**src/rtl/pong_pkg.sv**
```systemverilog
// pong_pkg: shared state encoding, screen geometry and serve park positions.
package pong_pkg;
  typedef enum logic [1:0] {
    ST_SERVE = 2'd0,
    ST_PLAY  = 2'd1,
    ST_POINT = 2'd2,
    ST_OVER  = 2'd3
  } pong_state_t;
  localparam logic [9:0] SCREEN_H  = 10'd480;
  localparam logic [9:0] BALL_SIZE = 10'd10;
  localparam logic [9:0] SERVE_XL  = 10'd65;
  localparam logic [9:0] SERVE_XR  = 10'd575;
  localparam logic [8:0] SERVE_Y   = 9'd240;
  function automatic logic [9:0] park_x(input logic side);
    return side ? SERVE_XR : SERVE_XL;
  endfunction
endpackage

```
**src/rtl/pong_btn_edge.sv**
```systemverilog
// pong_btn_edge: one-cycle pulse on the rising edge of a level input.
module pong_btn_edge (
  input  logic clk,
  input  logic rst_n,
  input  logic lvl,
  output logic rise
);
  logic prev;
  always_ff @(posedge clk or negedge rst_n)
    if (!rst_n) prev <= 1'b0;
    else prev <= lvl;
  assign rise = lvl & ~prev;
endmodule

```
**src/rtl/pong_game_ctrl.sv**
```systemverilog
// pong_game_ctrl: ball motion, wall bounces, serve handoff, scoring and game-over sequencing.
module pong_game_ctrl
  import pong_pkg::*;
#(
  parameter logic [9:0] X_STEP       = 10'd8,
  parameter logic [9:0] Y_STEP       = 10'd4,
  parameter logic [9:0] LEFT_MISS    = 10'd16,
  parameter logic [9:0] RIGHT_MISS   = 10'd624,
  parameter int         PAUSE_FRAMES = 60,
  parameter logic [3:0] WIN_SCORE    = 4'd9
) (
  input  logic       clk,
  input  logic       rst_n,
  input  logic       frame_tick,
  input  logic       p1_srv,
  input  logic       p2_srv,
  input  logic       p1_hit,
  input  logic       p2_hit,
  output logic [9:0] ball_x,
  output logic [8:0] ball_y,
  output logic [3:0] score_p1,
  output logic [3:0] score_p2,
  output logic [1:0] state,
  output logic       serve_side
);
  localparam int CW = $clog2(PAUSE_FRAMES + 1);
  localparam logic [CW-1:0] CNT_LAST = CW'(PAUSE_FRAMES - 1);
  localparam logic [9:0] Y_MAX = SCREEN_H - BALL_SIZE;
  pong_state_t st, st_n;
  logic p1_edge, p2_edge, dx, dx_n, dy, dy_n, dx_eff, side_n, park, miss_l, miss_r;
  logic [9:0] x_n, y10, y_up, y_dn;
  logic [8:0] y_n;
  logic [3:0] s1_n, s2_n, s1_inc, s2_inc;
  logic [CW-1:0] cnt, cnt_n;
  pong_btn_edge u_p1_edge (.clk(clk), .rst_n(rst_n), .lvl(p1_srv), .rise(p1_edge));
  pong_btn_edge u_p2_edge (.clk(clk), .rst_n(rst_n), .lvl(p2_srv), .rise(p2_edge));
  assign state = st;
  always_comb begin
    dx_eff = p1_hit ? 1'b1 : p2_hit ? 1'b0 : dx;
    y10    = {1'b0, ball_y};
    y_up   = y10 - Y_STEP;
    y_dn   = y10 + Y_STEP;
    s1_inc = (score_p1 == WIN_SCORE) ? score_p1 : score_p1 + 4'd1;
    s2_inc = (score_p2 == WIN_SCORE) ? score_p2 : score_p2 + 4'd1;
    miss_l = frame_tick && !dx_eff && ball_x < LEFT_MISS + X_STEP;
    miss_r = frame_tick && dx_eff && ball_x > RIGHT_MISS - X_STEP;
    st_n   = st;
    x_n    = ball_x;
    y_n    = ball_y;
    s1_n   = score_p1;
    s2_n   = score_p2;
    side_n = serve_side;
    dx_n   = dx;
    dy_n   = dy;
    cnt_n  = cnt;
    park   = 1'b0;
    case (st)
      ST_SERVE: begin
        park = 1'b1;
        if (serve_side ? p2_edge : p1_edge) begin
          st_n = ST_PLAY;
          dx_n = ~serve_side;
        end
      end
      ST_PLAY: begin
        dx_n = dx_eff;
        if (miss_l) begin
          s2_n   = s2_inc;
          side_n = 1'b0;
          st_n   = (s2_inc == WIN_SCORE) ? ST_OVER : ST_POINT;
        end else if (miss_r) begin
          s1_n   = s1_inc;
          side_n = 1'b1;
          st_n   = (s1_inc == WIN_SCORE) ? ST_OVER : ST_POINT;
        end else if (frame_tick) begin
          x_n = dx_eff ? ball_x + X_STEP : ball_x - X_STEP;
          if (!dy && y10 < Y_STEP) begin
            y_n  = 9'd0;
            dy_n = 1'b1;
          end else if (dy && y_dn + BALL_SIZE > SCREEN_H) begin
            y_n  = Y_MAX[8:0];
            dy_n = 1'b0;
          end else y_n = dy ? y_dn[8:0] : y_up[8:0];
        end
      end
      ST_POINT: if (frame_tick) begin
        cnt_n = cnt + 1'b1;
        if (cnt == CNT_LAST) begin
          cnt_n = '0;
          st_n  = ST_SERVE;
          park  = 1'b1;
          dy_n  = ~dy;
        end
      end
      default: if (p1_edge || p2_edge) begin
        s1_n   = 4'd0;
        s2_n   = 4'd0;
        side_n = ~p1_edge;
        st_n   = ST_SERVE;
        park   = 1'b1;
        dy_n   = ~dy;
      end
    endcase
    // the vertical direction flips each time a fresh serve is set up, so rallies alternate up/down starts
    if (park) begin
      x_n = park_x(side_n);
      y_n = SERVE_Y;
    end
  end
  always_ff @(posedge clk or negedge rst_n)
    if (!rst_n) begin
      st         <= ST_SERVE;
      serve_side <= 1'b1;
      ball_x     <= SERVE_XR;
      ball_y     <= SERVE_Y;
      score_p1   <= 4'd0;
      score_p2   <= 4'd0;
      dx         <= 1'b0;
      dy         <= 1'b1;
      cnt        <= '0;
    end else begin
      st         <= st_n;
      serve_side <= side_n;
      ball_x     <= x_n;
      ball_y     <= y_n;
      score_p1   <= s1_n;
      score_p2   <= s2_n;
      dx         <= dx_n;
      dy         <= dy_n;
      cnt        <= cnt_n;
    end
endmodule

```
**config.mk**
```make
export PLATFORM = sky130hd
export DESIGN_NAME = pong_game_ctrl
export DESIGN_NICKNAME = d
export VERILOG_FILES = /design/src/rtl/pong_pkg.sv /design/src/rtl/pong_btn_edge.sv /design/src/rtl/pong_game_ctrl.sv
export SDC_FILE = /design/constraint.sdc
export NUM_CORES = 1
export LEC_CHECK = 0
export BUFFER_PORTS_ARGS = -buffer_cell sky130_fd_sc_hd__buf_4
export CAP_MARGIN = 40
export CORE_ASPECT_RATIO = 1.5
export CORE_UTILIZATION = 30
export CTS_CLUSTER_DIAMETER = 150
export DETAILED_ROUTE_END_ITERATION = 10
export SLEW_MARGIN = 20
export SYNTH_ARGS = -nofsm -noshare
export SYNTH_HDL_FRONTEND = slang
export SYNTH_SLANG_ARGS = --single-unit
```
**constraint.sdc**
```tcl
create_clock -name clk -period 4.7 [get_ports clk]
set_clock_uncertainty 0.2 [all_clocks]
set_input_delay 0.47 -clock clk [delete_from_list [all_inputs] [get_ports clk]]
set_output_delay 0.47 -clock clk [all_outputs]
set_load 0.005 [all_outputs]
```
==> qor.csv, run 1 <==
metric,value,unit
CTS sink cnt,38,
Cell variety after synth,62,
I/O pin count,37,
post-CTS resize count,0,
post-synth top area cell,dfrtp_1,
final max-slew violation count,0,
die area,9430,µm²
Post-DP HPWL,4840,µm
H-tree Lvls,2,
GR Util met1,0.170,
synth top area cells,"dfrtp_1 (24%), dfstp_2 (12%), o21ai_0 (6.8%)",
overall routing resource usage,0.147,
Startpoint Class,flip-flop,
Row Count,42,
top cell type's share of synthesized area,0.240,
r2r setup slk,1.88,ns
crit path to,ball_x[9],
M3 GR Usage,0.0247,
Die H,118,µm
critical path depth in cells,11,
Pwr Total,1.85,mW
f_max,355,MHz
Starting Density,0.309,
P&R area growth vs syn,17.1,%
Synth Area per Inst,8.50,µm²
CTS tree,built,
CP Data Required Time,4.68,ns
largest net degree at the start of global routing,39,
Final Util,0.362,
Diodes inserted,0,
Nets,368,
CP top delay family,compound AO/OA/AOI/OAI gates,
Worst R2R Start,dx,
Min-Delay Path Class,input pin to flip-flop,
pwr dens,582,nW/µm²
VDD IR max,220,µV
Worst-Skew Late Latency,0.28,ns
grt peak-use layer,met2,
max cap viols,0,
Initial DRC Count,76,
final hold slack,0.105,ns
Synth Net Count,341,
WL final,6450,µm
Detail Route Antenna Nets,0,
Tmin final,2.82,ns
"EDFF count, synth",0,
share of layout cells above drive strength 1,0.176,
Syn Inst Count,319,
worst-margin pin slew,0.660,ns
critical-path maximum fanout,8,
vias in the first global route,2378,
setup TNS,0,ns
initial antenna violation count,0,
global routing usage on met2,0.254,
unrepaired setup endpoints after global routing,false,
Critical path origin,dx,
max_slew headroom,0.559,
GRT overflow,0,
DR WL/cell,14.1,µm
Die Width,79.6,µm
cell area after synthesis,2710,µm²
share of flip-flops with an asynchronous set or reset after synthesis,1.00,
CTS buffer count,5,
"Cell Chain, Critical Path",nand2b_1 > nand2b_1 > inv_1 > ha_1 > nor2b_1 > o31a_1 > o21ai_0 > a21oi_1 > a311oi_1 > xnor2_1 > a21oi_1,
"Max stage delay cell, worst path",dfrtp_1,
buffers added on ports,35,
post-synthesis sequential area ratio,0.356,
Worst R2R Path Depth,11,
Remaining DRCs,0,
Post-synth top flop,dfrtp_1,
Final Hold Viols,0,
Crit Path Category,flip-flop to flip-flop,
final setup violation count,0,
Vias,2433,
most frequent cell after synthesis,o21ai_0,
via/cell ratio,5.32,
core box area,8780,µm²
crit path buf inv count,1,
DR pass1 iterations,4,
CP arrival,2.80,ns
Syn. warnings,0,
crit share post-route,0.600,
placed cell area,3000,µm²
global-route wire length before repair,11000,µm
synth cell count leaders,"o21ai_0 (37), nand2_1 (36), dfrtp_1 (26), nor2_1 (24), a21oi_1 (20)",
#FFs+latches synth,38,
"Reg clk slew, reported paths",0.06,ns
post-route cell area,3170,µm²
status,"complete, no violations",
Crit path largest cell delay,0.40,ns
routability cong.,0.889,
r2r endpoint,ball_x[9],
HP Start,p2_srv,
worst-case clock buffer depth,2,
endpoint class of the critical path,flip-flop,
root buffer cell,clkbuf_16,
Leakage Power,1.34,nW
==> worst reg2reg max path: stages, from the launching register on <==
cell and delay (ns):
dfrtp_1 0.40, nand2b_1 0.09, nand2b_1 0.23, inv_1 0.17
ha_1 0.33, nor2b_1 0.16, o31a_1 0.26, o21ai_0 0.26
a21oi_1 0.11, a311oi_1 0.29, xnor2_1 0.15, a21oi_1 0.08
==> metal layers <==
layer,up-vias,share of wire
met5,-,0
met4,0,0.030
met3,14,0.031
met2,43,0.52
met1,1169,0.42
li1,1207,-
==> cells in the final DEF (no fill, tap or decap), types with 2 or more instances in the layout <==
master / instances
o21ai_0: 37
nand2_1: 36
buf_4: 35
dfrtp_1: 26
nor2_1: 24
a21oi_1: 20
ha_1: 14
inv_1: 12
nand3_1: 12
dfstp_2: 12
xnor2_1: 10
nor2b_1: 9
nor3_1: 8
nand2b_1: 7
a31oi_1: 5
nand4_1: 5
clkbuf_16: 5
a211oi_1: 4
xor2_1: 4
o211ai_1: 3
and3_1: 3
nor4_1: 3
nor3b_1: 3
a22oi_1: 3
a21o_1: 3
clkbuf_8: 3
and2_1: 2
nand3b_1: 2
o22ai_1: 2
o311ai_0: 2
a22o_1: 2
o31ai_1: 2
o311ai_1: 2
==> cell type report <==
class / count / area, µm²
flip-flops and latches: 38 / 966
clock buffers: 8 / 166
well taps: 110 / 138
multi-input cells: 253 / 1590
repair buffers: 36 / 273
inverters: 12 / 45.0
fillers: 920 / 5600
==> worst min path at each step <==
stage | depth (start not counted) | slack, ns | to
2_1_floorplan | 0 | -0.03 | ball_x[6]
3_3_place_gp | 1 | 0.27 | ball_y[8]
3_5_place_dp | 1 | 0.27 | ball_y[8]
4_1_cts | 1 | 0.1 | u_p2_edge.prev
5_1_grt | 1 | 0.1 | u_p2_edge.prev
6_report | 1 | 0.11 | u_p2_edge.prev
==> power breakdown <==
group / leakage (nW) / internal [mW] / switching [mW]
Sequential: 0.464 / 0.457 / 0.185
Clock: 0.0832 / 0.240 / 0.125
Combinational: 0.791 / 0.392 / 0.449
==> state kept, by name (all words and copies together), names as in the netlist <==
register        flops
cnt                 6
ball_y              8
ball_x              9
dy                  1
serve_side          1
state               2
score_p1            4
dx                  1
u_p1_edge.prev      1
u_p2_edge.prev      1
score_p2            4
==> metrics by stage <==
step,setup slack (ns),instances
after floorplan,1.92,319
after global placement,1.71,448
after detailed placement,1.65,448
after CTS,1.89,457
after global routing,1.67,457
final,1.88,457
==> kinds of logic after synthesis <==
| kind of cell | Yosys count | share of synthesized area |
|---|---|---|
| and+or+nand+nor | 122 | 0.225 |
| DFF | 38 | 0.356 |
| adders and majority gates | 15 | 0.0720 |
| muxes | 2 | 0.00785 |
| buffers and inverters | 28 | 0.0586 |
| AOI/OAI and AO/OA | 99 | 0.234 |
| other | 1 | 0.00138 |
| xor gates and xnor gates | 14 | 0.0452 |
==> repair_timing <==
| action | 4_1_cts | 5_1_grt |
|---|---|---|
| buffers inserted | 0 | 0 |
| endpoints found under the hold margin | 26 | 0 |
| hold buffers | 1 | 0 |
No activity file was read; power rests on OpenSTA's default activity.
==> inputs of run 2 (changes only) <==
==> constraint.sdc (replaced) <==
create_clock -name clk -period 3 [get_ports clk]
set_clock_uncertainty 0.2 [all_clocks]
set_input_delay 0.3 -clock clk [delete_from_list [all_inputs] [get_ports clk]]
set_output_delay 0.3 -clock clk [all_outputs]
set_load 0.005 [all_outputs]
==> run 2 against run 1 <==
Compared with the run above:
- largest cell class unchanged
- sequential power rose by 53%
- sequential share of layout area fell by 0.72 points
- cell count is 2.2% higher
==> qor.csv, run 2 (synthesis gave the netlist of run 1 again) <==
metric,value,unit
status,"complete, no violations",
vias in the first global route,2340,
Post-CTS Setup Repair Bufs,0,
Row Count,42,
Crit path largest cell delay,0.46,ns
core box area,8780,µm²
root buffer cell,clkbuf_16,
DR pass1 iterations,5,
hold_buf cts,3,
Die H,118,µm
initial antenna violation count,0,
H-tree Lvls,2,
Worst-Skew Late Latency,0.28,ns
CTS tree,built,
max FFs per register,9,
overall routing resource usage,0.151,
f_max,364,MHz
Sw Ratio,0.401,
Final Hold Viols,0,
P&R area growth vs syn,19.9,%
worst-margin pin slew,0.779,ns
WL final,6620,µm
share of layout cells above drive strength 1,0.188,
Detail Route Antenna Nets,0,
worst-case clock buffer depth,2,
Diodes inserted,0,
Die Width,79.6,µm
Starting Density,0.309,
P_int,1.77,mW
max_slew headroom,0.479,
Tmin final,2.75,ns
Fillers,914,
Post-DP HPWL,4940,µm
Remaining DRCs,0,
"Cell Chain, Critical Path",ha_1 > xnor2_1 > xnor2_1 > nor3b_1 > o221a_2 > o31ai_4 > nor2_1 > o311ai_1,
Clock power frac,0.198,
critical-path maximum fanout,8,
crit share post-route,0.916,
post-CTS resize count,0,
unrepaired setup endpoints after global routing,false,
setup TNS,0,ns
combinational share of power,0.470,
final hold slack,0.240,ns
DR WL/cell,14.2,µm
final worst setup slack,0.253,ns
Top Registers,"ball_x (9), ball_y (8), cnt (6)",
CTS sink cnt,38,
CP arrival,2.72,ns
buffers added on ports,35,
Psw,1.19,mW
crit path buf inv count,0,
Vias,2491,
final setup violation count,0,
final max-slew violation count,0,
largest net degree at the start of global routing,39,
CTS buffer count,5,
Reg with most FFs,ball_x,
CP top delay family,compound AO/OA/AOI/OAI gates,
Startpoint Class,flip-flop,
"most common cell after layout, fill and taps aside",buf_4,
routability cong.,0.855,
Nets,378,
GRT overflow,0,
Leakage Power,1.38,nW
Initial DRC Count,140,
Flop pwr share,0.332,
I/O pin count,37,
max cap viols,0,
pwr dens,911,nW/µm²
CP most frequent cell,xnor2_1,
Crit Path Category,flip-flop to flip-flop,
"Max stage delay cell, worst path",dfrtp_1,
global-route wire length before repair,11100,µm
die area,9430,µm²
most frequent cells in the layout,"buf_4 (43), o21ai_0 (37), nand2_1 (36), dfrtp_1 (26), nor2_1 (24)",
"Reg clk slew, reported paths",0.06,ns
CP Data Required Time,2.98,ns
via/cell ratio,5.33,
VDD IR max,300,µV
Min-Delay Path Class,input pin to flip-flop,
endpoint class of the critical path,flip-flop,
pre-CTS WS,0.286,ns
-- run 2: layout make-up --
cell class,instances,area [µm²],share of cell area
Multi-Input combinational cell,253,1590,0.488
Timing Repair Buffer,46,353,0.109
Inverter,12,45.0,0.0139
Sequential cell,38,966,0.297
Tap cell,110,138,0.0424
Clock inverter,1,30.0,0.00924
Clock buffer,7,133,0.0408
-- run 2: final timing paths --
path / start / end / slack [ns] / cells after the start
worst max register to register: ball_y[2] / ball_y[6] / 0.25 / 8
max in group asynchronous: rst_n / serve_side / 1.89 / 2
worst min-delay path: frame_tick / dy / 0.24 / 4
min in group asynchronous: rst_n / ball_y[3] / 0.34 / 2
worst min register to register: cnt[5] / cnt[5] / 0.28 / 1
worst max-delay path: ball_y[2] / ball_y[6] / 0.25 / 8
-- run 2: worst reg2reg max path, delay by kind of cell, from the launching register on --
kind	cells	cell delay, ns
XOR/XNOR	2	0.56
AO/OA/AOI/OAI	3	0.95
flip-flops	1	0.46
AND/OR/NAND/NOR	2	0.18
adder cells (fa/ha/maj)	1	0.30
-- run 2: power by group through the flow --
stage / Combinational (mW) / Clock, mW / Sequential [mW]
after global routing: 1.56 / 0.621 / 1.02
after floorplan: 0.990 / 0 / 0.881
final: 1.39 / 0.587 / 0.982
after detailed placement: 1.39 / 0 / 0.990
after CTS: 1.40 / 0.606 / 0.985
after global placement: 1.37 / 0 / 0.984
-- run 2: stage by stage --
| stage | std cells | utilization | power (mW) | area (µm²) |
|---|---|---|---|---|
| final | 467 | 0.370 | 2.96 | 3250 |
| after global placement | 456 | 0.348 | 2.35 | 3060 |
| after CTS | 467 | 0.370 | 2.99 | 3250 |
| after detailed placement | 456 | 0.348 | 2.38 | 3060 |
| after global routing | 467 | 0.370 | 3.21 | 3250 |
| after floorplan | 319 | - | 1.87 | 2710 |
-- run 2: per-layer routing --
layer	up-vias	wire length [µm]	global-route usage
met2	57	3520	0.262
met1	1199	2760	0.179
met4	0	84	0.0591
met5	-	0	0
met3	5	246	0.0270
li1	1230	-	-
